==> config.mk <==
export PLATFORM = sky130hd
export DESIGN_NAME = dctq_frame_sequencer
export DESIGN_NICKNAME = d
export VERILOG_FILES = /design/src/rtl/dctq_pkg.sv /design/src/rtl/dctq_frame_sequencer.sv
export SDC_FILE = /design/constraint.sdc
export NUM_CORES = 1
export LEC_CHECK = 0
export CAP_MARGIN = 20
export CORE_MARGIN = 5
export CORE_UTILIZATION = 38
export DETAILED_ROUTE_END_ITERATION = 16
export PLACE_DENSITY = 0.67
export SLEW_MARGIN = 20
export SYNTH_ARGS = -nofsm -noshare
export SYNTH_HDL_FRONTEND = slang
export SYNTH_SLANG_ARGS = --single-unit
==> constraint.sdc <==
create_clock -name clk -period 2.3 [get_ports clk]
set_input_delay 0.46 -clock clk [delete_from_list [all_inputs] [get_ports clk]]
set_output_delay 0.46 -clock clk [all_outputs]
set_load 0.005 [all_outputs]
==> src/rtl/dctq_pkg.sv <==
// Shared constants and state type for the DCTQ frame sequencer.
package dctq_pkg;

  localparam int BLK_PIX = 64;
  localparam int PIX_W   = 6;

  localparam logic [PIX_W-1:0] PIX_LAST   = 6'd63;
  // Last-but-one pixel slots of the flush block: start is dropped here so the
  // controller finishes its current count and then stops.
  localparam logic [PIX_W-1:0] FLUSH_STOP = 6'd62;

  typedef enum logic [1:0] {
    IDLE  = 2'd0,
    FEED  = 2'd1,
    FLUSH = 2'd2,
    DONE  = 2'd3
  } state_e;

endpackage

==> src/rtl/dctq_frame_sequencer.sv <==
// Frame-level scheduler above dctq_controller: feeds nblocks 8x8 blocks,
// appends one flush block, counts coefficient beats and signals completion.
//
//   state | meaning
//   ------+-----------------------------------------------------------
//   IDLE  | waiting for frame_start; dctq_valid here is spurious
//   FEED  | moving source pixels into the controller, one per advance
//   FLUSH | one block of don't-care pixels so the last block drains
//   DONE  | waiting for all coefficients and controller ready
module dctq_frame_sequencer
  import dctq_pkg::*;
#(
  parameter int CNT_W = 16
) (
  input  logic               clk,
  input  logic               reset_n,
  input  logic               frame_start,
  input  logic [CNT_W-1:0]   cfg_nblocks,
  output logic               frame_busy,
  output logic               frame_done,
  input  logic               src_valid,
  output logic               src_ready,
  input  logic               snk_ready,
  output logic               ctl_start,
  output logic               ctl_hold,
  input  logic               ctl_ready,
  input  logic               ctl_dctq_valid,
  output logic [CNT_W-1:0]   blk_idx,
  output logic [CNT_W+5:0]   coef_cnt,
  output logic               err_spurious
);

  state_e                 state_q, state_d;
  logic [PIX_W-1:0]       pix_cnt_q, pix_cnt_d;
  logic [CNT_W-1:0]       nblk_q, nblk_d;
  logic [CNT_W-1:0]       blk_idx_q, blk_idx_d;
  logic [CNT_W+5:0]       coef_cnt_q, coef_cnt_d;
  logic                   err_q, err_d;
  logic                   done_q, done_d;

  logic [CNT_W+5:0]       coef_tgt;
  logic                   advance;
  logic                   pix_wrap;

  assign coef_tgt   = {nblk_q, {PIX_W{1'b0}}};
  assign frame_busy = (state_q != IDLE);
  assign advance    = frame_busy & ~ctl_hold;
  assign pix_wrap   = advance & (pix_cnt_q == PIX_LAST);

  assign frame_done   = done_q;
  assign blk_idx      = blk_idx_q;
  assign coef_cnt     = coef_cnt_q;
  assign err_spurious = err_q;

  // Controller handshake outputs, decoded from state and the live stall inputs.
  always_comb begin
    ctl_start = 1'b0;
    ctl_hold  = 1'b0;
    src_ready = 1'b0;
    unique case (state_q)
      FEED: begin
        ctl_start = 1'b1;
        ctl_hold  = ~src_valid | ~snk_ready;
        src_ready = src_valid & snk_ready;
      end
      FLUSH: begin
        ctl_start = (pix_cnt_q < FLUSH_STOP);
        ctl_hold  = ~snk_ready;
      end
      DONE: begin
        ctl_hold  = ~snk_ready;
      end
      default: begin
        ctl_start = 1'b0;
      end
    endcase
  end

  // Next-state logic for the FSM and the pixel/block/coefficient counters.
  always_comb begin
    state_d    = state_q;
    pix_cnt_d  = pix_cnt_q;
    nblk_d     = nblk_q;
    blk_idx_d  = blk_idx_q;
    coef_cnt_d = coef_cnt_q;
    err_d      = err_q;
    done_d     = 1'b0;

    if (frame_busy && ctl_dctq_valid && (coef_cnt_q < coef_tgt))
      coef_cnt_d = coef_cnt_q + 1'b1;

    unique case (state_q)
      IDLE: begin
        if (ctl_dctq_valid)
          err_d = 1'b1;
        if (frame_start) begin
          if (cfg_nblocks != '0) begin
            nblk_d     = cfg_nblocks;
            blk_idx_d  = '0;
            coef_cnt_d = '0;
            pix_cnt_d  = '0;
            err_d      = 1'b0;
            state_d    = FEED;
          end else begin
            done_d = 1'b1;
          end
        end
      end
      FEED: begin
        if (advance)
          pix_cnt_d = pix_cnt_q + 1'b1;
        if (pix_wrap) begin
          blk_idx_d = blk_idx_q + 1'b1;
          if (blk_idx_d == nblk_q)
            state_d = FLUSH;
        end
      end
      FLUSH: begin
        if (advance)
          pix_cnt_d = pix_cnt_q + 1'b1;
        if (pix_wrap)
          state_d = DONE;
      end
      DONE: begin
        if ((coef_cnt_q == coef_tgt) && ctl_ready) begin
          done_d  = 1'b1;
          state_d = IDLE;
        end
      end
      default: begin
        state_d = IDLE;
      end
    endcase
  end

  // State and counter registers; reset aborts any frame in flight silently.
  always_ff @(posedge clk or negedge reset_n) begin
    if (!reset_n) begin
      state_q    <= IDLE;
      pix_cnt_q  <= '0;
      nblk_q     <= '0;
      blk_idx_q  <= '0;
      coef_cnt_q <= '0;
      err_q      <= 1'b0;
      done_q     <= 1'b0;
    end else begin
      state_q    <= state_d;
      pix_cnt_q  <= pix_cnt_d;
      nblk_q     <= nblk_d;
      blk_idx_q  <= blk_idx_d;
      coef_cnt_q <= coef_cnt_d;
      err_q      <= err_d;
      done_q     <= done_d;
    end
  end

endmodule

==> implementation parameters, run 1 <==
Parameter                              Value

Yosys
  Syn_area_per_cell    8.668 um2
  Total nets after synthesis    544
  Share of the yosys chip area belonging to registers    37.18%
  Commonest cells in the synthesized netlist    sky130_fd_sc_hd__dfrtp_1, sky130_fd_sc_hd__nand2_1, sky130_fd_sc_hd__o21ai_0
  Portion of synthesized cell area occupied by the leading cell type    between 30% and 40%
  Count of different cell masters after synthesis    60
  Syn Std Cell Area    4308 um2
  Cell accounting for the most synthesized area    sky130_fd_sc_hd__dfrtp_1
  Post-synthesis cell count    497
  Ranking of synthesized cells by area    sky130_fd_sc_hd__dfrtp_1, sky130_fd_sc_hd__ha_1, sky130_fd_sc_hd__nand2_1
  Post-synthesis sequential element count    64
  Share of synthesized registers carrying an async set or reset    100.0%
  Total number of yosys warnings    0
  Count of flip-flops with a built-in enable after synthesis    0
  Most used flip-flop cell after synthesis    sky130_fd_sc_hd__dfrtp_1
  Most repeated cell in the gate-level netlist after synthesis    sky130_fd_sc_hd__dfrtp_1

Power and ir drop
  Gate power share    13.3%
  Power share of the sequential group    42.3%
  Total power of the final layout    2.902 mW
  Peak supply drop    0.4570 mV
  Power per cell area    442.0 nW/um2
  Internal power    ~2.1 mW
  Share of total power consumed by net switching    26.76%
  Net switching component of the power    0.7765 mW
  Leakage power    2.914 nW
  Power share of the clock group    44.4%

Clock tree
  Quantity of hold-fixing buffers added after cts    0
  Clk Latency, worst-skew pair    0.34 ns
  Clk sink count    64
  Clock tree root driver cell    sky130_fd_sc_hd__clkbuf_16
  Clock-pin slew reported for the worst setup and hold paths after clock tree synthesis    0.06 ns
  CTS tree    yes
  TritonCTS Buffers    9
  Buffer levels on the longest clock path    2
  Number of H-tree branching levels    3

Floorplan
  Die Outline Area    between 10000 and 15000 um2
  Total core area    between 10000 and 15000 um2
  Ports placed on the boundary    67
  Row cnt    38
  Width of the chip    116.5 um
  Starting utilization of the core area    39.22%
  DIE HEIGHT    116.5 um

Global routing
  First-pass GRT wire length    roughly 22000 um
  Via count of the first global-routing pass    roughly 4.5k
  GRT Residual Overflow    0
  Pin count of the biggest net entering global routing    65
  Aggregate global-route resource usage    around 20%
  Initial antenna violation count    0

Timing
  Post-route minimum period    2.448 ns
  Post-route clock skew    0.01301 ns
  Final Setup Violations    18
  Worst Setup Slack, final    -0.1477 ns
  Tightest hold margin    between 0.1 and 0.15 ns
  RSZ-0062 raised after global routing    yes
  Number of max-slew violations in the final report    0
  Number of hold-slack violations in the final timing report    0
  Max Clock Freq    408.5 MHz
  Measured slew at the worst slew-check pin    0.4305 ns
  Worst slew margin relative to its limit    71.30%
  Final cycle utilization of the critical path    106.4%

Routing
  Count of antenna-violating nets left after detailed routing    0
  First-pass detailed-route iteration total    5
  Vias per inst    about 5.7
  DRC Markers    0
  Final routed wirelength across all metal layers    13660 um
  WL per Instance    16.85 um
  Initial DRC count    roughly 290
  Total vias in the final route    4584

Critical path
  Crit Path Max Fanout    8
  Required time reported for the critical path endpoint    2.57 ns
  Endpoint of the most critical register-to-register path    coef_cnt[12]$_DFF_PN0_
  Number of cells on the worst reg-to-reg path    10
  Arrival time at the worst endpoint    around 2.7 ns
  Worst-case register-to-register setup slack    -0.15 ns
  Crit end category    flop
  Startpoint type of the worst setup path    flop
  Start-to-end type of the worst setup path    reg2reg
  Worst reg2reg path startpoint    nblk_q[1]$_DFFE_PN0P_

Finish
  Final net count    713
  Final Core Density    59.79%
  Area added between synthesis and finish    52.43%
  Number of filler instances in the final layout    about 920
  Fraction of final layout cells with drive strength greater than 1    a little under a third
  Antenna fix cells    0

Run status
  Failing checks    negative setup slack
  Run status    finished with violations

Placement
  Detailed placement HPWL    9521 um
  I/O Buffers    between 60 and 70
  Worst slack after detailed placement    -0.4398 ns
  Routability congestion estimate    0.8558

Hold path
  Hold WC Path Type    in2async

Flow run
  Max Cap Violations    0
==> power by group through the flow <==
stage,combinational (mW),sequential [mW],clock [mW]
CTS,0.372,1.22,1.31
finish,0.386,1.23,1.29
global placement,0.359,1.24,0
global route,0.431,1.23,1.37
floorplan,0.131,1.24,0
detailed placement,0.363,1.24,0
==> layout by cell type (no fill, tap or decap), types with 4 or more instances in the layout <==
cell	n
sky130_fd_sc_hd__clkbuf_16	9
sky130_fd_sc_hd__buf_6	14
sky130_fd_sc_hd__nand2_1	56
sky130_fd_sc_hd__mux2i_1	7
sky130_fd_sc_hd__or4_1	9
sky130_fd_sc_hd__a31oi_1	5
sky130_fd_sc_hd__and2_1	4
sky130_fd_sc_hd__o21ai_0	33
sky130_fd_sc_hd__buf_4	106
sky130_fd_sc_hd__a21oi_1	18
sky130_fd_sc_hd__and3_1	10
sky130_fd_sc_hd__xnor2_1	8
sky130_fd_sc_hd__inv_1	25
sky130_fd_sc_hd__nor4_2	4
sky130_fd_sc_hd__or4_4	8
sky130_fd_sc_hd__nor4_1	4
sky130_fd_sc_hd__and4_1	4
sky130_fd_sc_hd__ha_1	18
sky130_fd_sc_hd__nand3_1	16
sky130_fd_sc_hd__o211ai_1	7
sky130_fd_sc_hd__xor2_1	11
sky130_fd_sc_hd__a21o_1	7
sky130_fd_sc_hd__dfrtp_1	62
sky130_fd_sc_hd__clkdlybuf4s50_1	61
sky130_fd_sc_hd__nor2_1	23
sky130_fd_sc_hd__nand4_1	15
sky130_fd_sc_hd__a21oi_2	10
sky130_fd_sc_hd__nand2b_1	4
sky130_fd_sc_hd__o31ai_1	24
sky130_fd_sc_hd__ha_4	4
==> flip-flops by register name (all words and copies together), names as in the netlist <==
| register | cells |
|---|---|
| coef_cnt | 22 |
| blk_idx | 16 |
| nblk_q | 16 |
| pix_cnt_q | 6 |
| state_q | 2 |
| err_spurious | 1 |
| frame_done | 1 |
==> worst max-delay path: stages, from the launching register on <==
cell	delay (ns)
sky130_fd_sc_hd__dfrtp_1	0.39
sky130_fd_sc_hd__inv_2	0.09
sky130_fd_sc_hd__ha_4	0.20
sky130_fd_sc_hd__nor2b_4	0.12
sky130_fd_sc_hd__o21a_1	0.16
sky130_fd_sc_hd__o21a_1	0.17
sky130_fd_sc_hd__o21ai_2	0.17
sky130_fd_sc_hd__a31oi_4	0.21
sky130_fd_sc_hd__buf_6	0.19
sky130_fd_sc_hd__or4_4	0.53
sky130_fd_sc_hd__a21oi_2	0.14
==> how the worst max path moves through the flow <==
stage,startpoint,end,slack [ns],cells past startpoint
floorplan,coef_cnt[7]$_DFF_PN0_,coef_cnt[19]$_DFF_PN0_,0.02,9
global placement,cfg_nblocks[10],state_q[1]$_DFFE_PN0P_,-0.49,9
global route,nblk_q[1]$_DFFE_PN0P_,coef_cnt[12]$_DFF_PN0_,-0.22,10
finish,nblk_q[1]$_DFFE_PN0P_,coef_cnt[12]$_DFF_PN0_,-0.15,10
CTS,nblk_q[5]$_DFFE_PN0P_,coef_cnt[4]$_DFF_PN0_,-0.08,10
detailed placement,cfg_nblocks[10],state_q[1]$_DFFE_PN0P_,-0.44,9
==> repair_timing <==
action                                  CTS  global route
pin swaps                                27            18
setup buffers                            11             7
resized for setup                        33            48
gates cloned                              1             1
endpoints found under the setup margin   32            31
==> cell type report <==
type                    count  area [um2]  area share [%]
clock buffers               9       225.2           3.430
inverters                  28       105.1           1.601
flip-flops and latches     64        1604           24.43
repair buffers            189        1672           25.46
multi-input cells         374        2728           41.54
well taps                 140       175.2           2.668
clock inverters             7       57.56          0.8765
==> metrics by stage <==
stage          cell area, um2  setup TNS, ns  cells
2_1_floorplan            4318              0    497
3_3_place_gp             5824         -18.21    775
3_5_place_dp             5824         -16.17    775
4_1_cts                  6310        -0.6696    803
5_1_grt                  6566         -3.427    811
6_report                 6566         -1.647    811
==> cells by family (layout without fill, tap and decap cells) <==
| family | after synthesis | in the layout | share of synthesized area, % |
|---|---|---|---|
| simple gates | 188 | 189 | 24.11 |
| xor+xnor | 20 | 20 | 4.066 |
| flops | 64 | 64 | 37.18 |
| compound gates | 132 | 132 | 19.81 |
| mux | 9 | 9 | 2.149 |
| fa+ha+maj | 24 | 24 | 6.971 |
| buf+inv | 60 | 233 | 5.722 |
==> layer usage <==
layer | GRT usage [%] | part of all wire [%] | vias to the layer above
met4 | 4.795 | 1.6 | 0
met2 | 33.98 | 51 | 145
met5 | 0 | 0 | -
met3 | 3.938 | 4.7 | 25
met1 | 26.45 | 43 | 2239
li1 | - | - | 2175
(Power assumes the default switching activity.)
==> run 2, diff against run 1 <==
--- a/config.mk
+++ b/config.mk
@@ -10,6 +10,7 @@
 export CORE_UTILIZATION = 38
 export DETAILED_ROUTE_END_ITERATION = 16
 export PLACE_DENSITY = 0.67
+export SKIP_LAST_GASP = 1
 export SLEW_MARGIN = 20
 export SYNTH_ARGS = -nofsm -noshare
 export SYNTH_HDL_FRONTEND = slang
==> implementation parameters, run 2 (synthesis gave the netlist of run 1 again) <==
Parameter                              Value

Run status
  Run status    finished with violations
  Failing checks    negative setup slack

Critical path
  Bufs and invs on worst path    2 (unchanged)
  Startpoint type of the worst setup path    flop
  CP most frequent cell    sky130_fd_sc_hd__o21a_1
  CP max stage cell    sky130_fd_sc_hd__or4_4
  Series of cell instances along the critical path    inv_2 > ha_4 > nor2b_4 > o21a_1 > o21a_1 > o21ai_2 > a31oi_4 > buf_6 > or4_4 > a21oi_2
  Required time reported for the critical path endpoint    2.56 ns (about the same)
  Start-to-end type of the worst setup path    reg2reg
  CP top delay family    compound AO/OA/AOI/OAI gates
  Crit end category    flop
  Worst-case register-to-register setup slack    -0.15 ns (about the same)
  Arrival time at the worst endpoint    2.71 ns (about the same)
  Crit Path Max Fanout    8 (unchanged)
  Worst stage delay on the critical path    0.53 ns (about the same)

Timing
  Worst slew margin relative to its limit    71.23% (about the same)
  Number of hold-slack violations in the final timing report    0 (unchanged)
  Measured slew at the worst slew-check pin    0.4315 ns (+0.0009812 ns)
  Final cycle utilization of the critical path    106.3% (about the same)
  Final Setup Violations    19 (+1)
  Max Clock Freq    408.9 MHz (about the same)
  Post-route clock skew    0.01239 ns (-0.0006207 ns)
  Worst Setup Slack, final    -0.1454 ns (+0.002307 ns)
  Post-route minimum period    2.445 ns (-0.002307 ns)
  Number of max-slew violations in the final report    0 (unchanged)
  RSZ-0062 raised after global routing    yes

Hold path
  Hold WC Path Type    in2async

Clock tree
  CTS tree    yes
  Clk sink count    64 (unchanged)
  Number of H-tree branching levels    3 (unchanged)
  Clk Latency, worst-skew pair    0.34 ns (about the same)
  Clock-pin slew reported for the worst setup and hold paths after clock tree synthesis    0.06 ns (about the same)
  TritonCTS Buffers    9 (unchanged)
  Buffer levels on the longest clock path    2 (unchanged)
  Clock tree root driver cell    sky130_fd_sc_hd__clkbuf_16

Finish
  Fraction of final layout cells with drive strength greater than 1    30.25% (-0.30 points)
  Area added between synthesis and finish    52.11%
  Number of filler instances in the final layout    924 (+0.22%)
  Final net count    713 (unchanged)
  Commonest non-fill, non-tap cell in the layout    sky130_fd_sc_hd__buf_4
  Largest register FFs    22 (unchanged)
  Most frequent cells in the layout    sky130_fd_sc_hd__buf_4, sky130_fd_sc_hd__dfrtp_1, sky130_fd_sc_hd__clkdlybuf4s50_1
  Antenna fix cells    0 (unchanged)
  Final Core Density    59.66% (-0.13 points)

Placement
  Detailed placement HPWL    9521 um (unchanged)
  Worst slack after detailed placement    -0.4398 ns (unchanged)
  Routability congestion estimate    0.8558 (unchanged)
  I/O Buffers    66 (unchanged)

Routing
  Vias per inst    5.649 (about the same)
  WL per Instance    16.76 um (-0.51%)
  First-pass detailed-route iteration total    5 (unchanged)
  Final routed wirelength across all metal layers    13590 um (-0.51%)
  Total vias in the final route    4581 (-0.065%)
  DRC Markers    0 (unchanged)
  Initial DRC count    296 (+3.5%)
  Count of antenna-violating nets left after detailed routing    0 (unchanged)

Power and ir drop
  Total power of the final layout    2.896 mW (-0.22%)
  Peak supply drop    0.4566 mV (about the same)
  Power per cell area    442.0 nW/um2 (about the same)
  Leakage power    2.910 nW (-0.14%)

Global routing
  First-pass GRT wire length    21910 um (unchanged)
  Via count of the first global-routing pass    4529 (unchanged)
  Initial antenna violation count    0 (unchanged)
  Aggregate global-route resource usage    20.06% (unchanged)
  Pin count of the biggest net entering global routing    65 (unchanged)
  GRT Residual Overflow    0 (unchanged)

Floorplan
  Die Outline Area    13570 um2 (unchanged)
  Ports placed on the boundary    67 (unchanged)
  Row cnt    38 (unchanged)
  DIE HEIGHT    116.5 um (unchanged)
  Total core area    10980 um2 (unchanged)
  Width of the chip    116.5 um (unchanged)
  Starting utilization of the core area    39.22% (unchanged)

Flow run
  Max Cap Violations    0 (unchanged)
-- run 2: timing repair --
action | in CTS | in global routing
buffers inserted | 11 | 7
hold buffers | 0 | 0
gates cloned | 1 | 1
gates resized for setup | 33 | 44
endpoints found under the setup margin | 32 | 31
pin swaps | 26 | 18
-- run 2: cell type report --
cell class	instances	area (um2)	share of cell area [%]
inverter	28	105.1	1.604
clock inverter	7	57.56	0.8784
timing repair buffer	189	1665	25.42
multi-input combinational	374	2720	41.51
sequential	64	1604	24.48
tap	140	175.2	2.673
clock buffer	9	225.2	3.437
-- run 2: final timing paths --
kind / to / startpoint / cells after the start
setup / recovery: coef_cnt[12]$_DFF_PN0_ / nblk_q[1]$_DFFE_PN0P_ / 10
max in group asynchronous: pix_cnt_q[2]$_DFFE_PN0P_ / reset_n / 2
hold / removal: blk_idx[6]$_DFFE_PN0P_ / reset_n / 2
setup reg to reg: coef_cnt[12]$_DFF_PN0_ / nblk_q[1]$_DFFE_PN0P_ / 10
hold reg to reg: err_spurious$_DFFE_PN0P_ / err_spurious$_DFFE_PN0P_ / 2
min in group clk: err_spurious$_DFFE_PN0P_ / err_spurious$_DFFE_PN0P_ / 2
-- run 2: worst register-to-register path, cell delays in order, from the launching register on --
cell                      delay, ns
sky130_fd_sc_hd__dfrtp_1       0.39
sky130_fd_sc_hd__inv_2         0.09
sky130_fd_sc_hd__ha_4          0.20
sky130_fd_sc_hd__nor2b_4       0.12
sky130_fd_sc_hd__o21a_1        0.16
sky130_fd_sc_hd__o21a_1        0.17
sky130_fd_sc_hd__o21ai_2       0.17
sky130_fd_sc_hd__a31oi_4       0.21
sky130_fd_sc_hd__buf_6         0.19
sky130_fd_sc_hd__or4_4         0.53
sky130_fd_sc_hd__a21oi_2       0.14
-- run 2: report_power, final --
group          internal (mW)  leakage, nW  switching, mW
Sequential              1.17        0.793         0.0562
Clock                  0.738        0.128          0.549
Combinational          0.218         1.99          0.166
-- run 2: per-stage QoR --
step	TNS, ns	hold WS (ns)	cell area, um2	cells
2_1_floorplan	0	0.1644	4318	497
3_3_place_gp	-18.21	0.4992	5824	775
3_5_place_dp	-16.17	0.5073	5824	775
4_1_cts	-0.6871	0.1505	6310	803
5_1_grt	-3.493	0.1703	6553	811
6_report	-1.616	0.1291	6553	811
-- run 2: metal layers --
metal | GRT usage (%) | share of wire, %
met1 | 26.45 | 43
met2 | 33.98 | 50
met3 | 3.938 | 4.6
met4 | 4.795 | 1.7
met5 | 0 | 0
==> run 3, diff against run 2 <==
--- a/config.mk
+++ b/config.mk
@@ -15,3 +15,4 @@
 export SYNTH_ARGS = -nofsm -noshare
 export SYNTH_HDL_FRONTEND = slang
 export SYNTH_SLANG_ARGS = --single-unit
+export TNS_END_PERCENT = 20
==> implementation parameters, run 3 (synthesis gave the netlist of run 1 again) <==
Parameter                              Value

Run status
  Run status    finished with violations
  Failing checks    negative setup slack

Global routing
  Aggregate global-route resource usage    19.86% (-0.20 points)
  GRT Residual Overflow    0 (unchanged)
  Pin count of the biggest net entering global routing    65 (unchanged)
  Via count of the first global-routing pass    4490 (-0.86%)
  Initial antenna violation count    0 (unchanged)
  First-pass GRT wire length    21670 um (-1.1%)

Clock tree
  Number of H-tree branching levels    3 (unchanged)
  Clock tree root driver cell    sky130_fd_sc_hd__clkbuf_16
  Clock-pin slew reported for the worst setup and hold paths after clock tree synthesis    0.06 ns (about the same)
  Buffer levels on the longest clock path    2 (unchanged)
  TritonCTS Buffers    9 (unchanged)
  Quantity of hold-fixing buffers added after cts    0 (unchanged)
  CTS tree    yes
  Clk sink count    64 (unchanged)
  Clk Latency, worst-skew pair    0.34 ns (about the same)

Critical path
  Series of cell instances along the critical path    inv_2 > ha_4 > nor2b_4 > o21a_1 > o21a_1 > o21ai_2 > a31oi_4 > buf_6 > or4_4 > a21oi_2
  Worst stage delay on the critical path    0.53 ns (about the same)
  Startpoint type of the worst setup path    flop
  Required time reported for the critical path endpoint    2.56 ns (about the same)
  Start-to-end type of the worst setup path    reg2reg
  Arrival time at the worst endpoint    2.72 ns (about the same)
  Crit end category    flop
  Crit Path Max Fanout    8 (unchanged)
  CP most frequent cell    sky130_fd_sc_hd__o21a_1
  CP max stage cell    sky130_fd_sc_hd__or4_4

Flow run
  Max Cap Violations    0 (unchanged)

Finish
  Fraction of final layout cells with drive strength greater than 1    28.64% (-1.6 points)
  Most frequent cells in the layout    sky130_fd_sc_hd__buf_4, sky130_fd_sc_hd__clkdlybuf4s50_1, sky130_fd_sc_hd__dfrtp_1
  Final Instance Area    6457 um2 (-1.5%)
  Antenna fix cells    0 (unchanged)
  Number of filler instances in the final layout    949 (+2.7%)
  Final net count    709 (-0.56%)
  Final instance count without filler cells    807 (-0.49%)
  Multi-input gate area    2668 um2 (-1.9%)
  Largest register FFs    22 (unchanged)
  Commonest non-fill, non-tap cell in the layout    sky130_fd_sc_hd__buf_4
  Sequential cell area    1605 um2 (about the same)
  Area added between synthesis and finish    49.90%
  Final Core Density    58.79% (-0.87 points)

Timing
  RSZ-0062 raised after global routing    yes
  Final cycle utilization of the critical path    106.6% (+0.32 points)
  Worst Setup Slack, final    -0.1528 ns (-0.007441 ns)
  Post-route minimum period    2.453 ns (+0.007441 ns)
  Number of hold-slack violations in the final timing report    0 (unchanged)
  Measured slew at the worst slew-check pin    0.4282 ns (-0.003321 ns)
  Number of max-slew violations in the final report    0 (unchanged)
  Fin Setup TNS    -2.426 ns (-0.8103 ns)
  Worst slew margin relative to its limit    71.46% (+0.22 points)
  Post-route clock skew    0.01064 ns (-0.001749 ns)
  Tightest hold margin    0.1170 ns (-0.01214 ns)
  Final Setup Violations    27 (+8)
  Max Clock Freq    407.7 MHz (-0.30%)

Routing
  DRC Markers    0 (unchanged)
  Final routed wirelength across all metal layers    13500 um (-0.71%)
  Total vias in the final route    4560 (-0.46%)
  Initial DRC count    338 (+14%)
  Vias per inst    5.651 (about the same)
  First-pass detailed-route iteration total    5 (unchanged)
  Count of antenna-violating nets left after detailed routing    0 (unchanged)
  WL per Instance    16.72 um (-0.21%)

Floorplan
  Row cnt    38 (unchanged)
  Total core area    10980 um2 (unchanged)
  Starting utilization of the core area    39.22% (unchanged)
  Ports placed on the boundary    67 (unchanged)
  DIE HEIGHT    116.5 um (unchanged)
  Die Outline Area    13570 um2 (unchanged)
  Width of the chip    116.5 um (unchanged)

Power and ir drop
  Leakage power    2.867 nW (-1.5%)
  Power per cell area    447.2 nW/um2 (+1.2%)
  Peak supply drop    0.4219 mV (-7.6%)
  Total power of the final layout    2.888 mW (-0.28%)

Placement
  I/O Buffers    66 (unchanged)
  Detailed placement HPWL    9521 um (unchanged)
  Standard cell area after detailed placement    5824 um2 (unchanged)
  Routability congestion estimate    0.8558 (unchanged)
  Worst slack after detailed placement    -0.4398 ns (unchanged)
  Placed Cells incl. Taps    775 (unchanged)

Hold path
  Hold WC Path Type    in2async
-- run 3: changes by cell type in the layout (fill, tap and decap cells not counted), sizes merged --
cell / change
clkdlybuf4s50: +1
dlygate4sd2: -2
buf: -4
dlymetal6s2s: +1
-- run 3: worst paths after layout --
| kind | startpoint | to | slack [ns] | cells past startpoint |
|---|---|---|---|---|
| worst max-delay path | nblk_q[1]$_DFFE_PN0P_ | coef_cnt[12]$_DFF_PN0_ | -0.15 | 10 |
| worst min-delay path | reset_n | blk_idx[4]$_DFFE_PN0P_ | 0.12 | 2 |
| min in group clk | err_spurious$_DFFE_PN0P_ | err_spurious$_DFFE_PN0P_ | 0.53 | 2 |
| max in group asynchronous | reset_n | state_q[0]$_DFFE_PN0P_ | 1.82 | 2 |
| worst min register to register | err_spurious$_DFFE_PN0P_ | err_spurious$_DFFE_PN0P_ | 0.53 | 2 |
| worst max register to register | nblk_q[1]$_DFFE_PN0P_ | coef_cnt[12]$_DFF_PN0_ | -0.15 | 10 |
-- run 3: timing repair --
item / CTS / global route
endpoints found under the setup margin: 32 / 42
pin swaps: 11 / 21
endpoints found under the hold margin: 0 / 0
gates resized for setup: 14 / 46
setup buffers: 8 / 6
gates cloned: 1 / 1
-- run 3: final cells by class --
type	instances	area share, %
Multi-Input combinational cell	374	41.31
Timing Repair Buffer	185	25.11
Sequential cell	64	24.86
Clock buffer	9	3.488
Tap cell	140	2.713
Inverter	28	1.628
Clock inverter	7	0.8913
-- run 3: report_power, final --
group	leakage, nW	total [mW]	internal (mW)	switching, mW
combinational	1.95	0.375	0.210	0.164
clock	0.128	1.29	0.738	0.551
sequential	0.793	1.22	1.17	0.0556
-- run 3: worst max-delay path, delay by kind of cell, from the launching register on --
family,cells,cell delay [ns]
compound gates,5,0.86
simple gates,2,0.65
flops,1,0.39
buf+inv,2,0.28
fa+ha+maj,1,0.20
-- run 3: layer usage --
metal | vias to the layer above | part of all wire (%) | GRT usage [%]
li1 | 2168 | - | -
met1 | 2195 | 43 | 25.77
met2 | 165 | 50 | 33.75
met3 | 32 | 5.0 | 3.109
met4 | 0 | 2.5 | 6.729
met5 | - | 0 | 0
